`src/rtl/jstk_spi_slave.sv`:
```
// PMOD JSTK emulator: SPI mode-0 slave that streams a 5-byte joystick frame on miso
// and captures master command bytes, with all SPI pins oversampled by the system clock.
module jstk_spi_slave #(
    parameter int   SYNC_STAGES = 2,
    parameter logic IDLE_MISO   = 1'b0
) (
    input  logic       clk,
    input  logic       rst,
    input  logic       sclk,
    input  logic       cs,
    input  logic       mosi,
    output logic       miso,
    input  logic [9:0] x_pos,
    input  logic [9:0] y_pos,
    input  logic [2:0] buttons,
    output logic [7:0] rx_byte,
    output logic       rx_valid,
    output logic [1:0] led_out,
    output logic       frame_done,
    output logic       busy
);

    typedef enum logic [1:0] {IDLE, SHIFT, OVERRUN} state_t;

    localparam logic [2:0] ARM_LIM = 3'(SYNC_STAGES + 1);

    logic [SYNC_STAGES-1:0] sclk_sync, cs_sync, mosi_sync;
    logic                   sclk_d, cs_d;
    logic                   sclk_s, cs_s, mosi_s;
    logic                   sclk_rise, sclk_fall, cs_rise, cs_fall;

    state_t     state;
    logic [2:0] bit_cnt;
    logic [2:0] byte_idx;
    logic [2:0] arm_cnt;
    logic       armed;
    logic [7:0] rx_sh, rx_next;
    logic [7:0] tx_sh, next_tx;
    logic [9:0] snap_x, snap_y;
    logic [2:0] snap_btn;

    // NOTE: every flop here, including the synchronizer chains, is updated with <= so
    // that each stage samples the previous stage's value from before the clock edge.
    always_ff @(posedge clk) begin
        if (rst) begin
            sclk_sync <= '0;
            cs_sync   <= '1;
            mosi_sync <= '0;
            sclk_d    <= 1'b0;
            cs_d      <= 1'b1;
        end else begin
            sclk_sync <= {sclk_sync[SYNC_STAGES-2:0], sclk};
            cs_sync   <= {cs_sync[SYNC_STAGES-2:0], cs};
            mosi_sync <= {mosi_sync[SYNC_STAGES-2:0], mosi};
            sclk_d    <= sclk_sync[SYNC_STAGES-1];
            cs_d      <= cs_sync[SYNC_STAGES-1];
        end
    end

    assign sclk_s    = sclk_sync[SYNC_STAGES-1];
    assign cs_s      = cs_sync[SYNC_STAGES-1];
    assign mosi_s    = mosi_sync[SYNC_STAGES-1];
    assign sclk_rise = sclk_s & ~sclk_d;
    assign sclk_fall = ~sclk_s & sclk_d;
    assign cs_rise   = cs_s & ~cs_d;
    assign cs_fall   = ~cs_s & cs_d;

    // The cs chain resets to 'high'; a pin already low at reset would look like a falling
    // edge, so frames are only accepted once cs has really been seen high after reset.
    assign armed   = (arm_cnt == ARM_LIM);
    assign rx_next = {rx_sh[6:0], mosi_s};

    always_comb begin
        next_tx = {8{IDLE_MISO}};
        case (byte_idx)
            3'd0:    next_tx = snap_x[7:0];
            3'd1:    next_tx = {6'b0, snap_x[9:8]};
            3'd2:    next_tx = snap_y[7:0];
            3'd3:    next_tx = {6'b0, snap_y[9:8]};
            3'd4:    next_tx = {5'b0, snap_btn};
            default: next_tx = {8{IDLE_MISO}};
        endcase
    end

    always_ff @(posedge clk) begin
        if (rst) begin
            state      <= IDLE;
            miso       <= IDLE_MISO;
            rx_byte    <= '0;
            rx_valid   <= 1'b0;
            led_out    <= '0;
            frame_done <= 1'b0;
            busy       <= 1'b0;
            bit_cnt    <= '0;
            byte_idx   <= '0;
            arm_cnt    <= '0;
            rx_sh      <= '0;
            tx_sh      <= '0;
            snap_x     <= '0;
            snap_y     <= '0;
            snap_btn   <= '0;
        end else begin
            rx_valid   <= 1'b0;
            frame_done <= 1'b0;
            if (!armed)
                arm_cnt <= cs_s ? arm_cnt + 3'd1 : 3'd0;

            if (state != IDLE && cs_rise) begin
                state      <= IDLE;
                busy       <= 1'b0;
                miso       <= IDLE_MISO;
                bit_cnt    <= '0;
                frame_done <= (byte_idx >= 3'd5);
            end else begin
                case (state)
                    IDLE: begin
                        if (cs_fall && armed) begin
                            snap_x   <= x_pos;
                            snap_y   <= y_pos;
                            snap_btn <= buttons;
                            tx_sh    <= x_pos[7:0];
                            miso     <= x_pos[7];
                            bit_cnt  <= '0;
                            byte_idx <= '0;
                            busy     <= 1'b1;
                            state    <= SHIFT;
                        end
                    end
                    SHIFT, OVERRUN: begin
                        if (sclk_rise) begin
                            rx_sh <= rx_next;
                            if (bit_cnt == 3'd7) begin
                                rx_byte  <= rx_next;
                                rx_valid <= 1'b1;
                                bit_cnt  <= '0;
                                if (byte_idx == 3'd0 && rx_next[7])
                                    led_out <= rx_next[1:0];
                                if (byte_idx != 3'd5)
                                    byte_idx <= byte_idx + 3'd1;
                                if (byte_idx == 3'd4) begin
                                    state <= OVERRUN;
                                    miso  <= IDLE_MISO;
                                end
                            end else begin
                                bit_cnt <= bit_cnt + 3'd1;
                            end
                        end else if (sclk_fall && state == SHIFT) begin
                            // A falling edge with bit_cnt back at 0 opens the next byte.
                            if (bit_cnt == 3'd0) begin
                                tx_sh <= next_tx;
                                miso  <= next_tx[7];
                            end else begin
                                tx_sh <= {tx_sh[6:0], 1'b0};
                                miso  <= tx_sh[6];
                            end
                        end
                    end
                    default: state <= IDLE;
                endcase
            end
        end
    end

endmodule
```
`config.mk`:
```
export PLATFORM = sky130hd
export DESIGN_NAME = jstk_spi_slave
export DESIGN_NICKNAME = d
export VERILOG_FILES = /design/src/rtl/jstk_spi_slave.sv
export SDC_FILE = /design/constraint.sdc
export NUM_CORES = 1
export LEC_CHECK = 0
export CORE_MARGIN = 5
export CORE_UTILIZATION = 25
export CTS_CLUSTER_SIZE = 20
export DETAILED_ROUTE_END_ITERATION = 7
export HOLD_SLACK_MARGIN = 0.03
export PLACE_DENSITY = 0.54
export SKIP_CTS_REPAIR_TIMING = 1
export SLEW_MARGIN = 20
export SYNTH_ARGS = -nofsm -noshare
export SYNTH_HDL_FRONTEND = slang
export SYNTH_SLANG_ARGS = --single-unit
```
`constraint.sdc`:
```
create_clock -name clk -period 3.9 [get_ports clk]
set_input_delay 0.78 -clock clk [delete_from_list [all_inputs] [get_ports clk]]
set_output_delay 0.78 -clock clk [all_outputs]
set_load 0.005 [all_outputs]
```
==> results.json, run 1 <==
{
  "grt_pass1_wl_um": 12800,
  "dpl.hpwl_um": 5170,
  "max_cap_viol_count": 0,
  "p_per_area_nw_per_um2": 474,
  "critPathMaxStageDelay_ps": 710,
  "grt-busiest-layer": "met2",
  "slew_headroom": 0.561,
  "grt_use_met1": 0.141,
  "die_h_um": 122,
  "startpoint_type": "flip-flop",
  "path_class": "flip-flop to flip-flop",
  "numCtsBuffers": 9,
  "maxSlewViolCount": 0,
  "setup_violations": 0,
  "post-synth-top-count-cell": "dfxtp_1",
  "h-tree-depth": 3,
  "die_area_um2": 14900,
  "synthFlopType": "dfxtp_1",
  "synth.distinct_cells": 51,
  "hold_path_depth": 1,
  "fmax_mhz": 390,
  "min_to": "cs_sync[1]",
  "synth-async-reset-ratio": 0,
  "synth_nets": 407,
  "endpoint_kind": "flip-flop",
  "use_met2": 0.165,
  "path_max_fanout": 20,
  "num_io_pins": 42,
  "drtPass1Iterations": 4,
  "dp_slack_ps": 1350,
  "path_clk_slew_ps": 60,
  "antenna_found_initial": 0,
  "rsz0062_at_grt": "no",
  "r2r-start": "state[0]",
  "syn2layout_area_growth_pct": 29.0,
  "period_share": 0.658,
  "crit_family": "adder cells",
  "synthTopCellsByCount": "dfxtp_1 (70), nand2_1 (68), a21oi_1 (45)",
  "first_iter_violations": 134,
  "status": "complete, no violations",
  "total_leakage_power_nw": 1.38,
  "required_ps": 4110,
  "worst_pin_slew_ps": 656,
  "clkLatencyLatePin_ps": 320,
  "die_w_um": 122,
  "hp-class": "flip-flop to flip-flop",
  "core.rowCount": 41,
  "worstReg2RegEnd": "rx_sh[2]",
  "worst-r2r-cell-count": 6,
  "finalWirelength_um": 7470,
  "crit_slowest_cell": "ha_1",
  "r2r_slack_ps": 1340,
  "fin_crit_ps": 2560,
  "cts_root_buffer": "clkbuf_16",
  "cts_tree": "built",
  "gr-total-overflow": 0,
  "synth_edf_count": 0,
  "utilization": 0.325,
  "yosysWarningCount": 0,
  "fin_area_um2": 4050,
  "vias_per_cell": 4.56,
  "crit_chain": "inv_1, ha_1, inv_2, nor3_4, mux2i_1, nor2_1",
  "finalSetupTns_ps": 0,
  "fillers": 1288,
  "postRouteAntennaNets": 0,
  "grt_usage": 0.106,
  "use_met3": 0.0292,
  "synth.yosys.seq_area_share": 0.446,
  "drc": 0,
  "gp_congestion": 0.786,
  "grt_max_degree": 35,
  "antenna_cells": 0,
  "initial_utilization": 0.252,
  "dpl_cell_area_um2": 3680,
  "grt_pass1_vias": 2631,
  "nNetsFinal": 440,
  "yosysTopAreaCellShare": 0.446,
  "fin_skew_ps": 5.16,
  "clockBufferDepth": 2,
  "vias": 2620,
  "hold_slack_ps": 411,
  "irDropWorstVdd_mv": 0.213,
  "setup_ws_ps": 1340,
  "ys_seq_elements": 70,
  "synthTopCellsByArea": "dfxtp_1 (45%), nand2_1 (8.1%), a21oi_1 (7.2%)",
  "avgSynthCellArea_um2": 8.61,
  "hold_viol": 0,
  "drive_gt1_frac": 0.0844,
  "crit_buf_inv": 2,
  "holdCritStartpoint": "cs_sync[0]",
  "core_um2": 12500,
  "yosysTopAreaCell": "dfxtp_1",
  "routedWlPerCell_um": 13.0,
  "io_buffers": 41,
  "netlist_area_um2": 3140,
  "cts_sinks": 70,
  "worstPathArrival_ps": 2770,
  "syn_inst": 365
}
[report_power, final]
part / switching (mW) / total [mW] / leakage [nW] / internal (mW)
registers: 0.0122 / 0.750 / 0.566 / 0.737
logic: 0.0948 / 0.166 / 0.632 / 0.0717
clock network: 0.296 / 1.00 / 0.180 / 0.709
[flip-flops by register name (all words and copies together) (netlist names)]
register and flops:
arm_cnt 3, bit_cnt 3, busy 1, byte_idx 3
cs_d 1, cs_sync 2, frame_done 1, led_out 2
miso 1, mosi_sync 2, rx_byte 8, rx_sh 7
rx_valid 1, sclk_d 1, sclk_sync 2, snap_btn 3
snap_x 10, snap_y 10, state 2, tx_sh 7
[layer usage]
| metal | vias to the layer above | routed length, um |
|---|---|---|
| met5 | - | 0 |
| met4 | 0 | 47 |
| met3 | 2 | 309 |
| li1 | 1336 | - |
| met2 | 41 | 3480 |
| met1 | 1241 | 3630 |
[layout make-up]
cell class,instances,area (um^2),share of cell area
tap,172,215,0.0531
clock inverter,5,129,0.0318
timing repair buffer,45,435,0.107
multi-input combinational,259,1580,0.390
clock buffer,11,243,0.0599
sequential,70,1400,0.346
inverter,13,48.8,0.0120
[cell families after synthesis]
group,share of synthesized area
AOI/OAI and AO/OA,0.176
buffers and inverters,0.0514
and+or+nand+nor,0.230
adders and majority gates,0.0558
DFF,0.446
muxes,0.0414
[layout by cell type, fill, tap and decap left out, drive strengths merged, types with 2 or more instances in the layout]
cell type and n:
nor2b 7, buf 5, and2 2, a21oi 47, nand3 15, nand2 68, clkdlybuf4s50 40, mux2i 13
bufinv 4, nor4b 2, o21ai 6, a221oi 5, clkbuf 11, a211oi 6, a222oi 2, o211ai 3
a22o 4, nand3b 3, nor3b 2, and3b 2, o2111ai 3, ha 14, or2 3, inv 14
nand4 2, a22oi 2, dfxtp 70, a311oi 2, nor3 6, nand2b 3, nor2 25
[how the worst max path moves through the flow]
stage / startpoint / endpoint / slack [ps] / cells after the start
2_1_floorplan: byte_idx[2] / tx_sh[6] / 2070 / 7
3_3_place_gp: state[0] / rx_sh[0] / 1420 / 6
3_5_place_dp: state[0] / rx_sh[2] / 1350 / 6
4_1_cts: state[0] / rx_sh[2] / 1340 / 6
5_1_grt: state[0] / tx_sh[6] / 1130 / 6
6_report: state[0] / rx_sh[2] / 1340 / 6
[per-stage QoR]
step	power, mW	std cells
after global placement	0.928	559
after floorplan	0.881	365
after CTS	1.95	575
after detailed placement	0.931	559
after global routing	2.00	575
final	1.92	575
Power figures use the tool's default switching activity.
==> inputs of run 2 (changes only) <==
--- a/config.mk
+++ b/config.mk
@@ -10,7 +10,7 @@
 export CTS_CLUSTER_SIZE = 20
 export DETAILED_ROUTE_END_ITERATION = 7
 export HOLD_SLACK_MARGIN = 0.03
-export PLACE_DENSITY = 0.54
+export PLACE_DENSITY = 0.55
 export SKIP_CTS_REPAIR_TIMING = 1
 export SLEW_MARGIN = 20
 export SYNTH_ARGS = -nofsm -noshare
==> constraint.sdc (replaced) <==
create_clock -name clk -period 2.25 [get_ports clk]
set_input_delay 0.45 -clock clk [delete_from_list [all_inputs] [get_ports clk]]
set_output_delay 0.45 -clock clk [all_outputs]
set_load 0.005 [all_outputs]
==> run 2 against run 1 <==
Effect of this change: register-to-register slack worse by 1100 ps; fmax up 28%; highest routed layer unchanged; global-route usage up 0.60 points; largest cell class unchanged; non-clock buffer count up 5; clock power up 35%; combinational power up 79%; design area down 0.99%; sequential share of layout area up 0.35 points; sequential power up 73%.
==> results.json, run 2 (synthesized netlist as in run 1, its figures left out) <==
{
  "status": "complete, no violations",
  "h-tree-depth": 3,
  "syn2layout_area_growth_pct": 27.7,
  "crit_chain": "ha_1, ha_1, nand3b_1, a21oi_2, and2_1, a311oi_1",
  "utilization": 0.322,
  "antenna_cells": 0,
  "num_io_pins": 42,
  "path_class": "flip-flop to flip-flop",
  "cts_tree": "built",
  "layout_common_cells": "dfxtp_1 (70), nand2_1 (68), a21oi_1 (45)",
  "finalWirelength_um": 7890,
  "top_regs": "snap_x (10), snap_y (10), rx_byte (8)",
  "path_max_fanout": 8,
  "cts_root_buffer": "clkbuf_16",
  "core.rowCount": 41,
  "holdCritStartpoint": "cs_sync[0]",
  "grt_use_met1": 0.143,
  "period_share": 0.892,
  "drc": 0,
  "gp_congestion": 0.843,
  "drive_gt1_frac": 0.0934,
  "die_w_um": 122,
  "power_frac_clock": 0.458,
  "routedWlPerCell_um": 13.6,
  "clkLatencyLatePin_ps": 330,
  "p_int_mw": 2.27,
  "finalSetupTns_ps": 0,
  "grt_max_degree": 49,
  "switching_share": 0.230,
  "antenna_found_initial": 0,
  "use_met3": 0.0385,
  "r2r_slack_ps": 240,
  "fmax_mhz": 498,
  "hold_viol": 0,
  "use_met2": 0.178,
  "slew_headroom": 0.550,
  "r2r-start": "arm_cnt[0]",
  "dpl.hpwl_um": 5540,
  "grt_pass1_wl_um": 13100,
  "rsz0062_at_grt": "no",
  "vias": 2676,
  "irDropWorstVdd_mv": 0.332,
  "p_comb_frac": 0.101,
  "power_frac_seq": 0.441,
  "grt-busiest-layer": "met2",
  "path_clk_slew_ps": 50,
  "setup_violations": 0,
  "setup_ws_ps": 244,
  "cts_sinks": 70,
  "core_um2": 12500,
  "crit_slowest_cell": "and2_1",
  "die_area_um2": 14900,
  "gr-total-overflow": 0,
  "worstPathArrival_ps": 2190,
  "grt_usage": 0.112,
  "fin_skew_ps": 5.18,
  "vias_per_cell": 4.62,
  "die_h_um": 122,
  "hold_slack_ps": 406,
  "endpoint_kind": "flip-flop",
  "worst_pin_slew_ps": 673,
  "startpoint_type": "flip-flop",
  "max_cap_viol_count": 0,
  "crit_top_cell": "ha_1",
  "nNetsFinal": 445,
  "crit_start": "arm_cnt[0]",
  "grt_pass1_vias": 2671,
  "p_per_area_nw_per_um2": 735,
  "critPathMaxStageDelay_ps": 350,
  "numCtsBuffers": 9,
  "fin_crit_ps": 2010,
  "required_ps": 2440,
  "switchingPower_mw": 0.680,
  "initial_utilization": 0.252,
  "total_leakage_power_nw": 1.37,
  "postRouteAntennaNets": 0,
  "drtPass1Iterations": 4,
  "clockBufferDepth": 2,
  "hp-class": "flip-flop to flip-flop",
  "first_iter_violations": 137,
  "dp_slack_ps": 215,
  "mostFrequentLayoutCell": "dfxtp_1",
  "io_buffers": 41,
  "maxSlewViolCount": 0
}
run 2: area by class of cell:
class	instances	area, um^2
inverter	13	48.8
sequential	70	1400
tap	172	215
fill	1314	8450
multi-input combinational	259	1590
clock buffer	15	288
timing repair buffer	50	473
run 2: worst max-delay path: cells and delay by family, from the launching register on:
family                   cells  cell delay, ps
flip-flops                   1             340
adder cells (fa/ha/maj)      2             480
AO/OA/AOI/OAI                2             460
AND/OR/NAND/NOR              2             580
run 2: routing by layer:
metal	share of wire	vias to the layer above
li1	-	1346
met3	0.046	12
met2	0.47	66
met1	0.47	1252
met5	0	-
met4	0.016	0
run 2: path summary, 6_finish.rpt:
path	cells after the start	endpoint
max reg2reg	6	tx_sh[0]
min reg2reg	1	cs_sync[1]
min	1	cs_sync[1]
max	6	tx_sh[0]
run 2: through the flow:
| stage | power (mW) | std cells | instance area, um^2 |
|---|---|---|---|
| 2_1_floorplan | 1.53 | 365 | 3140 |
| 3_3_place_gp | 1.62 | 564 | 3720 |
| 3_5_place_dp | 1.63 | 564 | 3720 |
| 4_1_cts | 2.98 | 579 | 4010 |
| 5_1_grt | 3.09 | 579 | 4010 |
| 6_report | 2.95 | 579 | 4010 |
run 2: power groups by stage:
stage,combinational (mW),clock [mW],sequential [mW]
after floorplan,0.207,0,1.32
after global placement,0.290,0,1.33
after detailed placement,0.298,0,1.33
after CTS,0.300,1.38,1.30
after global routing,0.332,1.45,1.31
final,0.297,1.35,1.30
==> inputs of run 3 (changes only) <==
--- a/config.mk
+++ b/config.mk
@@ -12,7 +12,7 @@
 export HOLD_SLACK_MARGIN = 0.03
 export PLACE_DENSITY = 0.55
 export SKIP_CTS_REPAIR_TIMING = 1
-export SLEW_MARGIN = 20
+export SLEW_MARGIN = 15
 export SYNTH_ARGS = -nofsm -noshare
 export SYNTH_HDL_FRONTEND = slang
 export SYNTH_SLANG_ARGS = --single-unit
==> results of run 3 <==
Final layout, timing and power as in run 2 (identical DEF).
==> variant: new RTL, config.mk and constraints of run 2 <==
Reset style: asynchronous (`rst`), changed in 2 clocked blocks.
--- a/src/rtl/jstk_spi_slave.sv
+++ b/src/rtl/jstk_spi_slave.sv
@@ -43,3 +43,3 @@
     // that each stage samples the previous stage's value from before the clock edge.
-    always_ff @(posedge clk) begin
+    always_ff @(posedge clk or posedge rst) begin
         if (rst) begin
@@ -84,3 +84,3 @@
 
-    always_ff @(posedge clk) begin
+    always_ff @(posedge clk or posedge rst) begin
         if (rst) begin
Formal check against the unedited RTL: differs if rst is asserted again (counterexample within 10 cycles, from zero or initial values and one cycle with rst high); with rst held inactive, the same outputs for 10 cycles.
==> variant against run 2 <==
  * Routed wire length shrank 10%
  * Highest routed layer unchanged
  * Area after synthesis increased by 4.3%
  * Sequential cell count unchanged
  * Design area rose by 6.5%
  * Worst setup slack got worse by 140 ps
Power is not compared: it rests on default switching activity, and its combinational part moved more than twofold at a synthesized area within 25%.
==> variant: results (changes against run 2) <==
- Status: completed
- Met3 Use GR: 3.00% (-0.85 points)
- CP max FO: 20 (+12)
- Fraction of registers with async set or reset after synthesis: 100% (+100 points)
- DRT Wirelength: 7.10 mm (-10%)
- Per-cell routed wire length: 14.3 µm (+4.8%)
- Placed cells: 481 (-15%)
- Dpl cell area: 3990 µm² (+7.3%)
- Nets@finish: 362 (-19%)
- GR Util met2: 15.9% (-1.9 points)
- First-pass GRT wire length: 12.2 mm (-6.6%)
- Ratio of cells with drive above 1 in the final layout: 27.1% (+18 points)
- Iteration-0 DRC Markers: 80 (-42%)
- Mapped Cells: 264 (-28%)
- Cell variety after synth: 47 (-7.8%)
- VDD IR max: about 500 µV
- Measured slew at the worst slew-check pin: 459 ps (-214 ps)
- Final hold slack: 347 ps (-58.9 ps)
- Reg2Reg Setup Slack: 100 ps (-140 ps)
- GP Congestion: 0.820 (-2.7%)
- Top cell type's share of synthesized area: 51.2% (+6.6 points)
- TritonCTS Buffers: 9 (unchanged)
- Skew final: 6.56 ps (+1.38 ps)
- Mapped Area: 3280 µm² (+4.3%)
- Post-synthesis sequential area ratio: 53.6% (+9.0 points)
- Largest area contributor in the netlist: dfrtp_1
- Comb power: 1.72 mW
- Syn nets: 306 (-25%)
- DP HPWL: 5.13 mm (-7.3%)
- Dominant cells by area after synthesis: dfrtp_1, mux2_2, ha_1
- Leak: about 1.9 nW
- GRT Resource Usage Total: 9.68% (-1.6 points)
- Pin count of the biggest net entering global routing: 71 (+45%)
- Via count: 2226 (-17%)
- Crit path DAT: 2360 ps (+170 ps)
- Met1 global-route usage: 12.2% (-2.2 points)
- Overall Power: around 5 mW
- Vias in the first global route: 2427 (-9.1%)
- Synth top cells by count: dfrtp_1, mux2_2, a21oi_1
[variant: layout make-up]
class | count | area (µm²)
flip-flops and latches | 70 | 1760
fillers | 1323 | 8450
clock buffers | 15 | 278
well taps | 172 | 215
multi-input cells | 169 | 1430
repair buffers | 56 | 536
inverters | 14 | 52.6
clock inverters | 1 | 5.00
[variant: worst max-delay path, stage by stage (launching register included)]
cell and delay [ps]:
dfrtp_1 360, inv_1 110, ha_4 280, buf_4 230
a21oi_1 100, o221a_2 310, nand2_1 260, mux2_2 380
[variant: cell families after synthesis]
kind of cell    Yosys count  synth area share [%]
flops                    70                  53.6
compound gates           54                  11.2
mux                      53                  18.3
simple gates             48                  8.40
buf+inv                  25                  3.13
fa+ha+maj                14                  5.35
[variant: metrics by stage]
stage	worst slack, ps	util (%)
after global placement	174	31.4
after detailed placement	121	31.4
after floorplan	19.1	-
after CTS	111	33.6
after global routing	5.70	33.6
final	99.6	33.6
[variant: path summary, 6_finish.rpt]
kind | startpoint | end | cells after the start
min in group asynchronous | rst | snap_y[0] | 3
worst max-delay path | state[0] | tx_sh[5] | 7
worst min register to register | mosi_sync[0] | mosi_sync[1] | 0
max in group asynchronous | rst | cs_sync[1] | 3
worst min-delay path | mosi_sync[0] | mosi_sync[1] | 0
worst max register to register | state[0] | tx_sh[5] | 7
[variant: layer usage]
layer | wire length [µm] | vias to the layer above
met2 | 3540 | 48
li1 | - | 1073
met3 | 269 | 4
met5 | 0 | -
met1 | 3250 | 1101
met4 | 43 | 0
